<file path="config.mk">
export PLATFORM = sky130hd
export DESIGN_NAME = zc_period_meter
export DESIGN_NICKNAME = d
export VERILOG_FILES = /design/src/rtl/zc_period_meter.sv
export SDC_FILE = /design/constraint.sdc
export NUM_CORES = 1
export LEC_CHECK = 0
export BUFFER_PORTS_ARGS = -buffer_cell sky130_fd_sc_hd__clkbuf_2
export CAP_MARGIN = 10
export CELL_PAD_IN_SITES_DETAIL_PLACEMENT = 1
export CELL_PAD_IN_SITES_GLOBAL_PLACEMENT = 1
export CORE_MARGIN = 5
export CORE_UTILIZATION = 45
export CTS_CLUSTER_SIZE = 10
export DETAILED_ROUTE_END_ITERATION = 12
export GPL_TIMING_DRIVEN = 0
export PLACE_DENSITY = 0.78
export SLEW_MARGIN = 40
export SYNTH_ARGS = -nofsm -noshare
export SYNTH_HDL_FRONTEND = slang
export SYNTH_SLANG_ARGS = --single-unit
export TNS_END_PERCENT = 50
</file>
<file path="constraint.sdc">
create_clock -name clk -period 4.3 [get_ports clk]
set_input_delay 0.215 -clock clk [delete_from_list [all_inputs] [get_ports clk]]
set_output_delay 0.215 -clock clk [all_outputs]
set_load 0.02 [all_outputs]
</file>
<file path="src/rtl/zc_period_meter.sv">
// Zero-crossing period meter: counts enabled samples between accepted crossings,
// rejects short glitches, flags loss of signal and keeps a 4-period running mean.
//
// state | meaning
// ARM   | waiting for the first crossing after reset/clear
// MEAS  | counting samples between crossings
// LOST  | no crossing within MAX_PERIOD, timeout asserted
module zc_period_meter #(
  parameter int CNT_W      = 24,
  parameter int MIN_PERIOD = 4,
  parameter int MAX_PERIOD = 2**CNT_W-1
) (
  input  logic             clk,
  input  logic             reset,
  input  logic             enable,
  input  logic             zc_flag,
  input  logic             clear,
  output logic [CNT_W-1:0] period,
  output logic             period_valid,
  output logic [CNT_W-1:0] period_avg,
  output logic             avg_valid,
  output logic             timeout
);

  localparam logic [CNT_W-1:0] MAX_C = CNT_W'(MAX_PERIOD);
  localparam logic [CNT_W:0]   MIN_W = (CNT_W+1)'(MIN_PERIOD);

  typedef enum logic [1:0] {ARM, MEAS, LOST} state_t;

  state_t           state;
  logic [CNT_W-1:0] cnt;
  logic [CNT_W-1:0] hist [4];
  logic [1:0]       wr_ptr;
  logic [2:0]       fill;
  logic [CNT_W+1:0] sum;

  logic [CNT_W:0]   p_raw;
  logic [CNT_W-1:0] p_sat;
  logic             accept;
  logic [CNT_W+1:0] sum_next;

  // A crossing exactly at the saturation point would give MAX_PERIOD+1; clamp it.
  always_comb begin
    p_raw    = {1'b0, cnt} + {{CNT_W{1'b0}}, enable};
    p_sat    = (p_raw > {1'b0, MAX_C}) ? MAX_C : p_raw[CNT_W-1:0];
    accept   = zc_flag && (p_raw >= MIN_W);
    sum_next = sum + {2'b00, p_sat} - {2'b00, hist[wr_ptr]};
  end

  always_ff @(posedge clk or negedge reset) begin
    if (!reset) begin
      state        <= ARM;
      cnt          <= '0;
      wr_ptr       <= '0;
      fill         <= '0;
      sum          <= '0;
      period       <= '0;
      period_valid <= 1'b0;
      period_avg   <= '0;
      avg_valid    <= 1'b0;
      timeout      <= 1'b0;
      for (int i = 0; i < 4; i++) hist[i] <= '0;
    end else begin
      period_valid <= 1'b0;
      avg_valid    <= 1'b0;
      if (clear) begin
        state      <= ARM;
        cnt        <= '0;
        wr_ptr     <= '0;
        fill       <= '0;
        sum        <= '0;
        period     <= '0;
        period_avg <= '0;
        timeout    <= 1'b0;
        for (int i = 0; i < 4; i++) hist[i] <= '0;
      end else begin
        case (state)
          ARM: begin
            if (zc_flag) begin
              state <= MEAS;
              cnt   <= '0;
            end
          end
          MEAS: begin
            if (accept) begin
              period       <= p_sat;
              period_valid <= 1'b1;
              cnt          <= '0;
              hist[wr_ptr] <= p_sat;
              wr_ptr       <= wr_ptr + 2'd1;
              sum          <= sum_next;
              if (fill >= 3'd3) begin
                fill       <= 3'd4;
                avg_valid  <= 1'b1;
                period_avg <= sum_next[CNT_W+1:2];
              end else begin
                fill <= fill + 3'd1;
              end
            end else if (cnt == MAX_C) begin
              // Loss of signal: the averaging history restarts from empty.
              state   <= LOST;
              timeout <= 1'b1;
              wr_ptr  <= '0;
              fill    <= '0;
              sum     <= '0;
              for (int i = 0; i < 4; i++) hist[i] <= '0;
            end else begin
              cnt <= cnt + {{(CNT_W-1){1'b0}}, enable};
            end
          end
          LOST: begin
            if (zc_flag) begin
              state   <= MEAS;
              cnt     <= '0;
              timeout <= 1'b0;
            end
          end
          default: state <= ARM;
        endcase
      end
    end
  end

endmodule

</file>
; After elaboration in Yosys (flattened, before gate mapping)
; Cells that the tools add are included.
[totals]
regBits = 204
input_bits = 5
output_inout_bits = 51
word_cells = 103
[op_classes]
add_sub_neg = 6
n_lt_le_gt_ge = 5
n_eq_ne = 8
n_mux = 53
n_bitwise = 1
reduce_logical = 16
[op_table]
columns = cell, count
row1 = 96-bit 2-to-1 mux, 4
row2 = 24-bit 2-to-1 mux, 15
row3 = 26-bit 2-to-1 mux, 4
row4 = 96-bit bitwise mux, 1
row5 = 24-bit binary-select mux with 2-bit select, 1
row6 = 24-bit demux with 2-bit select, 1
row7 = 24-bit one-hot mux with 2 select lines, 1
row8 = 26-bit by 24-bit adder with 26-bit output, 1
row9 = 26-bit by 24-bit subtractor with 26-bit output, 1
row10 = 24-bit by 1-bit adder with 25-bit output, 1
row11 = 25-bit by 3-bit >= comparator with 1-bit output (second input constant), 1
row12 = 25-bit by 24-bit > comparator with 1-bit output (second input constant), 1
row13 = 24-bit by 1-bit adder with 24-bit output, 1
row14 = 24-bit equality test (second input constant), 1
row15 = 2-bit 2-to-1 mux, 8
row16 = 3-bit 2-to-1 mux, 5
row17 = 1-bit 2-to-1 mux, 11
row18 = 3-bit != test (second input constant), 3
row19 = 3-bit AND reduction, 3
row20 = 3-bit nonzero test, 3
row21 = 2-bit nonzero test, 3
row22 = 4-bit != test (second input constant), 1
row23 = 2-bit one-hot mux with 2 select lines, 1
row24 = 2-bit AND reduction, 2
row25 = other kinds (14), 15

; Depth between registers and ports, before layout
[logic_depth]
word_depth = 9
mapped_depth = 21

; Least setup slack after synthesis
; No wires, ideal clock.
[synth_timing]
kind = reg-to-reg
startpoint = register cnt[0]
endpoint = register period_avg[21]
setup_time_ns = 0.122
arrival_time_ns = 4.505
t_required_ns = 4.178
path_slack_ns = -0.327
stages_incl_launch_ff = 21
n_path_buf = 2
synth_period_minus_slack_ns = 4.627
cell_sequence = dfrtp_1 -> ha_1 -> ha_1 -> and3_1 -> clkbuf_1 -> nand4_1 -> nor2_1 -> nand4_1 -> mux2i_1 -> fa_1 -> inv_1 -> ha_1 -> clkbuf_1 -> a21oi_1 -> o21bai_1 -> a211o_1 -> a31o_2 -> a41oi_1 -> a21oi_1 -> xor2_1 -> a32o_1
[synth_via]
elab_chain_cells = 9
[synth_rtl]
columns = item, line
row1 = start: declaration, 31  ; logic [CNT_W-1:0] cnt;
row2 = start signal: assignment, 108  ; cnt <= cnt + {{(CNT_W-1){1'b0}}, enable};
row3 = 24-bit by 1-bit adder with 25-bit output *, 44  ; p_raw = {1'b0, cnt} + {{CNT_W{1'b0}}, enable};
row4 = 25-bit by 24-bit > comparator with 1-bit output, 45  ; p_sat = (p_raw > {1'b0, MAX_C}) ? MAX_C : p_raw[CNT_W-1:0];
row5 = 24-bit 2-to-1 mux, 45
row6 = 26-bit by 24-bit adder with 26-bit output, 47  ; sum_next = sum + {2'b00, p_sat} - {2'b00, hist[wr_ptr]};
row7 = 26-bit by 24-bit subtractor with 26-bit output, 47
row8 = 24-bit 2-to-1 mux, 92  ; if (fill >= 3'd3) begin
row9 = 24-bit 2-to-1 mux, 85  ; if (accept) begin
row10 = 24-bit 2-to-1 mux, 77  ; case (state)
row11 = 24-bit 2-to-1 mux, 66  ; if (clear) begin
row12 = end signal: assignment, 95  ; period_avg <= sum_next[CNT_W+1:2];
row13 = end: declaration, 20  ; output logic [CNT_W-1:0] period_avg,
; Every way passes the cells marked *; elsewhere a longest branch is shown, timed or not. The select of a mux whose other input is x is not followed.
; A chain may end at the register's enable or synchronous reset.

; Worst setup path after layout
[layout_timing]
startpoint = register cnt[15]
endpoint = register period_avg[14]
; The elaborated chain is that of the path after synthesis.

==> summary.md <==
| Metric | Value |
|---|---|
| Fmax | 0.218 GHz |
| DP HPWL | 24,600 µm |
| Post-synth ARST share | 1.00 |
| Total GRT Usage | 0.258 |
| Final RePlAce weighted congestion | 0.928 |
| Crit path time final | 4.58 ns |
| First-pass GRT wire length | 59,300 µm |
| Layout cells sized above 1 | 0.333 |
| Clock-pin slew on the worst setup and hold paths | 0.06 ns |
| Clock latency at the later pin of the worst-skew pair | 0.54 ns |
| Die Ht | 170 µm |
| CTS tree | built |
| Final WL | 42,000 µm |
| Core Footprint | 25,200 µm² |
| Syn_nets | 1,149 |
| Final routed wire length divided by cell count | 26.5 µm |
| Unrepaired setup endpoints after global routing | yes |
| Largest net degree at the start of global routing | 70 |
| CP bufs+invs | 5 |
| Clock root cell | clkbuf_16 |
| Synth Cell Area | 11,500 µm² |
| Initial Util | 0.458 |
| TritonCTS buffer count | 25 |
| Failing checks | negative setup slack |
| CP Class | reg2reg |
| Post-route DRC | 0 |
| Max-Cap Viols | 0 |
| Max Buffers Root-to-Sink | 3 |
| Port Buf Inserts | 53 |
| # rows | 58 |
| Worst Skew | 0.0212 ns |
| Area growth syn-to-layout | 27.3% |
| Delay-heaviest family, CP | compound AO/OA/AOI/OAI gates |
| Max transition margin | 0.498 |
| Cells after synthesis | 1,085 |
| Worst Setup End Kind | register |
| Slowest CP cell | fa_2 |
| P per Cell Area | 294 nW/µm² |
| Routed vias | 9,967 |
| Antenna-violating nets left | 0 |
| Endpoints failing setup | 113 |
| Top cell type's share of synthesized area | 0.443 |
| Synth Register Bits | 204 |
| Hold crit path type | in2reg |
| Worst slew pin tran | 0.748 ns |
| Crit-path most repeated cell | nor2_4 |
| Avg Inst Size Synth | 10.6 µm² |
| Crit path DAT | 4.98 ns |
| Ys flop type | dfrtp_1 |
| I/O pins | 56 |
| Initial DRT Pass Iterations | 5 |
| YS warnings | 0 |
| Top cell type by total area after synthesis | dfrtp_1 |
| Leak pwr | 6.51 nW |
| Post-synthesis cell type count | 77 |
| Final Hold Slack | 0.137 ns |
| Congestion Overflow GR | 0 |
| Req. time, crit path | 4.70 ns |
| Die X | 170 µm |
| Synth area leaders | dfrtp_1, o2bb2ai_1, mux4_2, fa_1, ha_1 |
| Initial DRC Count | 954 |
| Final worst-path cycle share | 1.07 |
| Fin. Hold Viols | 0 |
| Ordered list of cells on the worst path | buf_4 > nand4_1 > buf_4 > nor2_4 > nand3_2 > nor2_4 > buf_8 > buf_12 > nor2_4 > fa_2 > fa_2 > nor2b_4 > o2111ai_2 > nand3b_1 > a2111o_1 > a31oi_4 > buf_6 > o211ai_1 > o2111ai_4 > a32o_1 |
| Vias in the first global route | 10,533 |
| Largest stage delay, worst path | 0.48 ns |
| Num Clock Sinks | 204 |
| VDD IR max | 0.000260 V |
| Status | complete, but fails checks |
| Finished Cell Area | 14,700 µm² |
| CTS H-tree depth | 1 |
| Sequential-to-total area share from yosys stat | 0.443 |
| Pins over their slew limit | 0 |
| Initial antenna violation count | 0 |
| Placed Area | 12,400 µm² |
| Slack of the critical path | -0.280 ns |
| Die Footprint | 28,900 µm² |
| Critical Path Fanout Max | 8 |
| Critical Path Source Type | register |
| EDFF count, synth | 0 |
| NumNets Final | 1,308 |
| Avg Vias per Cell | 6.29 |
-- report_power, final --
part	total (W)	internal (W)	switching (W)	leakage (nW)
registers	0.00195	0.00194	0.0000127	2.84
clock network	0.00191	0.00108	0.000824	0.342
logic	0.000447	0.000168	0.000279	3.32
-- layout by cell type, fill, tap and decap left out, types with 24 or more instances in the layout --
master     instances
inv_1             90
buf_4             86
a22o_1            25
mux4_2            24
dfrtp_1          203
a211oi_1          24
clkbuf_2          56
nor2_1            60
nand3_1           30
nand2_1           55
a21oi_1           25
o2bb2ai_1         97
clkbuf_16         26
-- flip-flops by register name, indices dropped and copies added, names as in the netlist --
name          count
hist             96
wr_ptr            2
period_avg       24
cnt              24
sum              26
state             2
timeout           1
period           24
fill              3
period_valid      1
avg_valid         1
-- repair_timing --
| action | in CTS | in global routing |
|---|---|---|
| resized for setup | 116 | 99 |
| hold buffers | 1 | 0 |
| hold endpoints to repair | 81 | 0 |
| endpoints found under the setup margin | 42 | 127 |
| setup buffers | 41 | 41 |
| pin swaps | 42 | 85 |
| cloned | 1 | 0 |
-- kinds of logic (layout without fill, tap and decap cells) --
family | Yosys count | count (layout) | share of synthesized area
muxes | 48 | 48 | 0.0694
adders and majority gates | 59 | 59 | 0.0797
other | 0 | 1 | 0
DFF | 204 | 204 | 0.443
and+or+nand+nor | 283 | 283 | 0.124
AOI/OAI and AO/OA | 291 | 291 | 0.198
buffers and inverters | 169 | 337 | 0.0619
xor gates and xnor gates | 31 | 31 | 0.0236
-- worst reg2reg max path, cell delays in order (launching register included) --
cell	delay [ns]
dfrtp_1	0.37
buf_4	0.22
nand4_1	0.16
buf_4	0.23
nor2_4	0.16
nand3_2	0.13
nor2_4	0.18
buf_8	0.15
buf_12	0.11
nor2_4	0.05
fa_2	0.48
fa_2	0.43
nor2b_4	0.15
o2111ai_2	0.17
nand3b_1	0.20
a2111o_1	0.24
a31oi_4	0.12
buf_6	0.13
o211ai_1	0.28
o2111ai_4	0.18
a32o_1	0.29
-- cells in the mapped netlist, types with 7 or more instances --
library cell / count
a211oi_1: 28
a21oi_1: 38
a22o_1: 25
and3_1: 10
buf_2: 30
buf_4: 7
clkbuf_1: 27
dfrtp_1: 204
fa_1: 24
ha_1: 35
inv_1: 100
mux2_2: 15
mux2i_1: 9
mux4_2: 24
nand2_1: 62
nand3_1: 36
nand3b_1: 7
nand4_1: 9
nor2_1: 82
nor3_1: 21
nor4_1: 9
o21ai_0: 27
o21bai_1: 7
o2bb2ai_1: 97
or3_1: 7
xnor2_1: 19
xor2_1: 12
-- path summary, 6_finish.rpt --
check                          from              to  slack (ns)  cells past startpoint
max                         cnt[15]  period_avg[14]       -0.28                     20
min reg2reg                hist[19]        hist[19]        0.49                      1
min in group asynchronous     reset          sum[7]        0.15                      2
max in group asynchronous     reset        hist[45]        3.16                      4
min                         zc_flag        state[1]        0.14                      2
max reg2reg                 cnt[15]  period_avg[14]       -0.28                     20
-- area by class of cell --
class / instances / area [µm²]
Antenna cell: 1 / 2.50
Buffer: 61 / 374
Clock buffer: 33 / 676
Clock inverter: 3 / 18.8
Fill cell: 2615 / 10500
Inverter: 102 / 383
Multi-Input combinational cell: 712 / 6690
Sequential cell: 204 / 5110
Tap cell: 330 / 413
Timing Repair Buffer: 138 / 1010
-- metal layers --
layer / vias to the layer above / track usage / share of wire
met4: 0 / 0.0868 / 0.045
met1: 5199 / 0.335 / 0.40
met2: 375 / 0.437 / 0.50
met3: 124 / 0.0479 / 0.056
li1: 4269 / - / -
met5: - / 0 / 0
-- stage by stage --
step	setup TNS [ns]	util	cells	setup WS [ns]	power, W
global route	-19.21	0.582	1583	-0.378	0.00444
CTS	-1.03	0.555	1547	-0.166	0.00425
floorplan	-0.0186	-	1085	-0.0186	0.00219
global placement	-240.26	0.488	1468	-1.09	0.00231
detailed placement	-24.35	0.492	1471	-0.954	0.00233
finish	-12.57	0.582	1584	-0.280	0.00430
(Power assumes the default switching activity.)
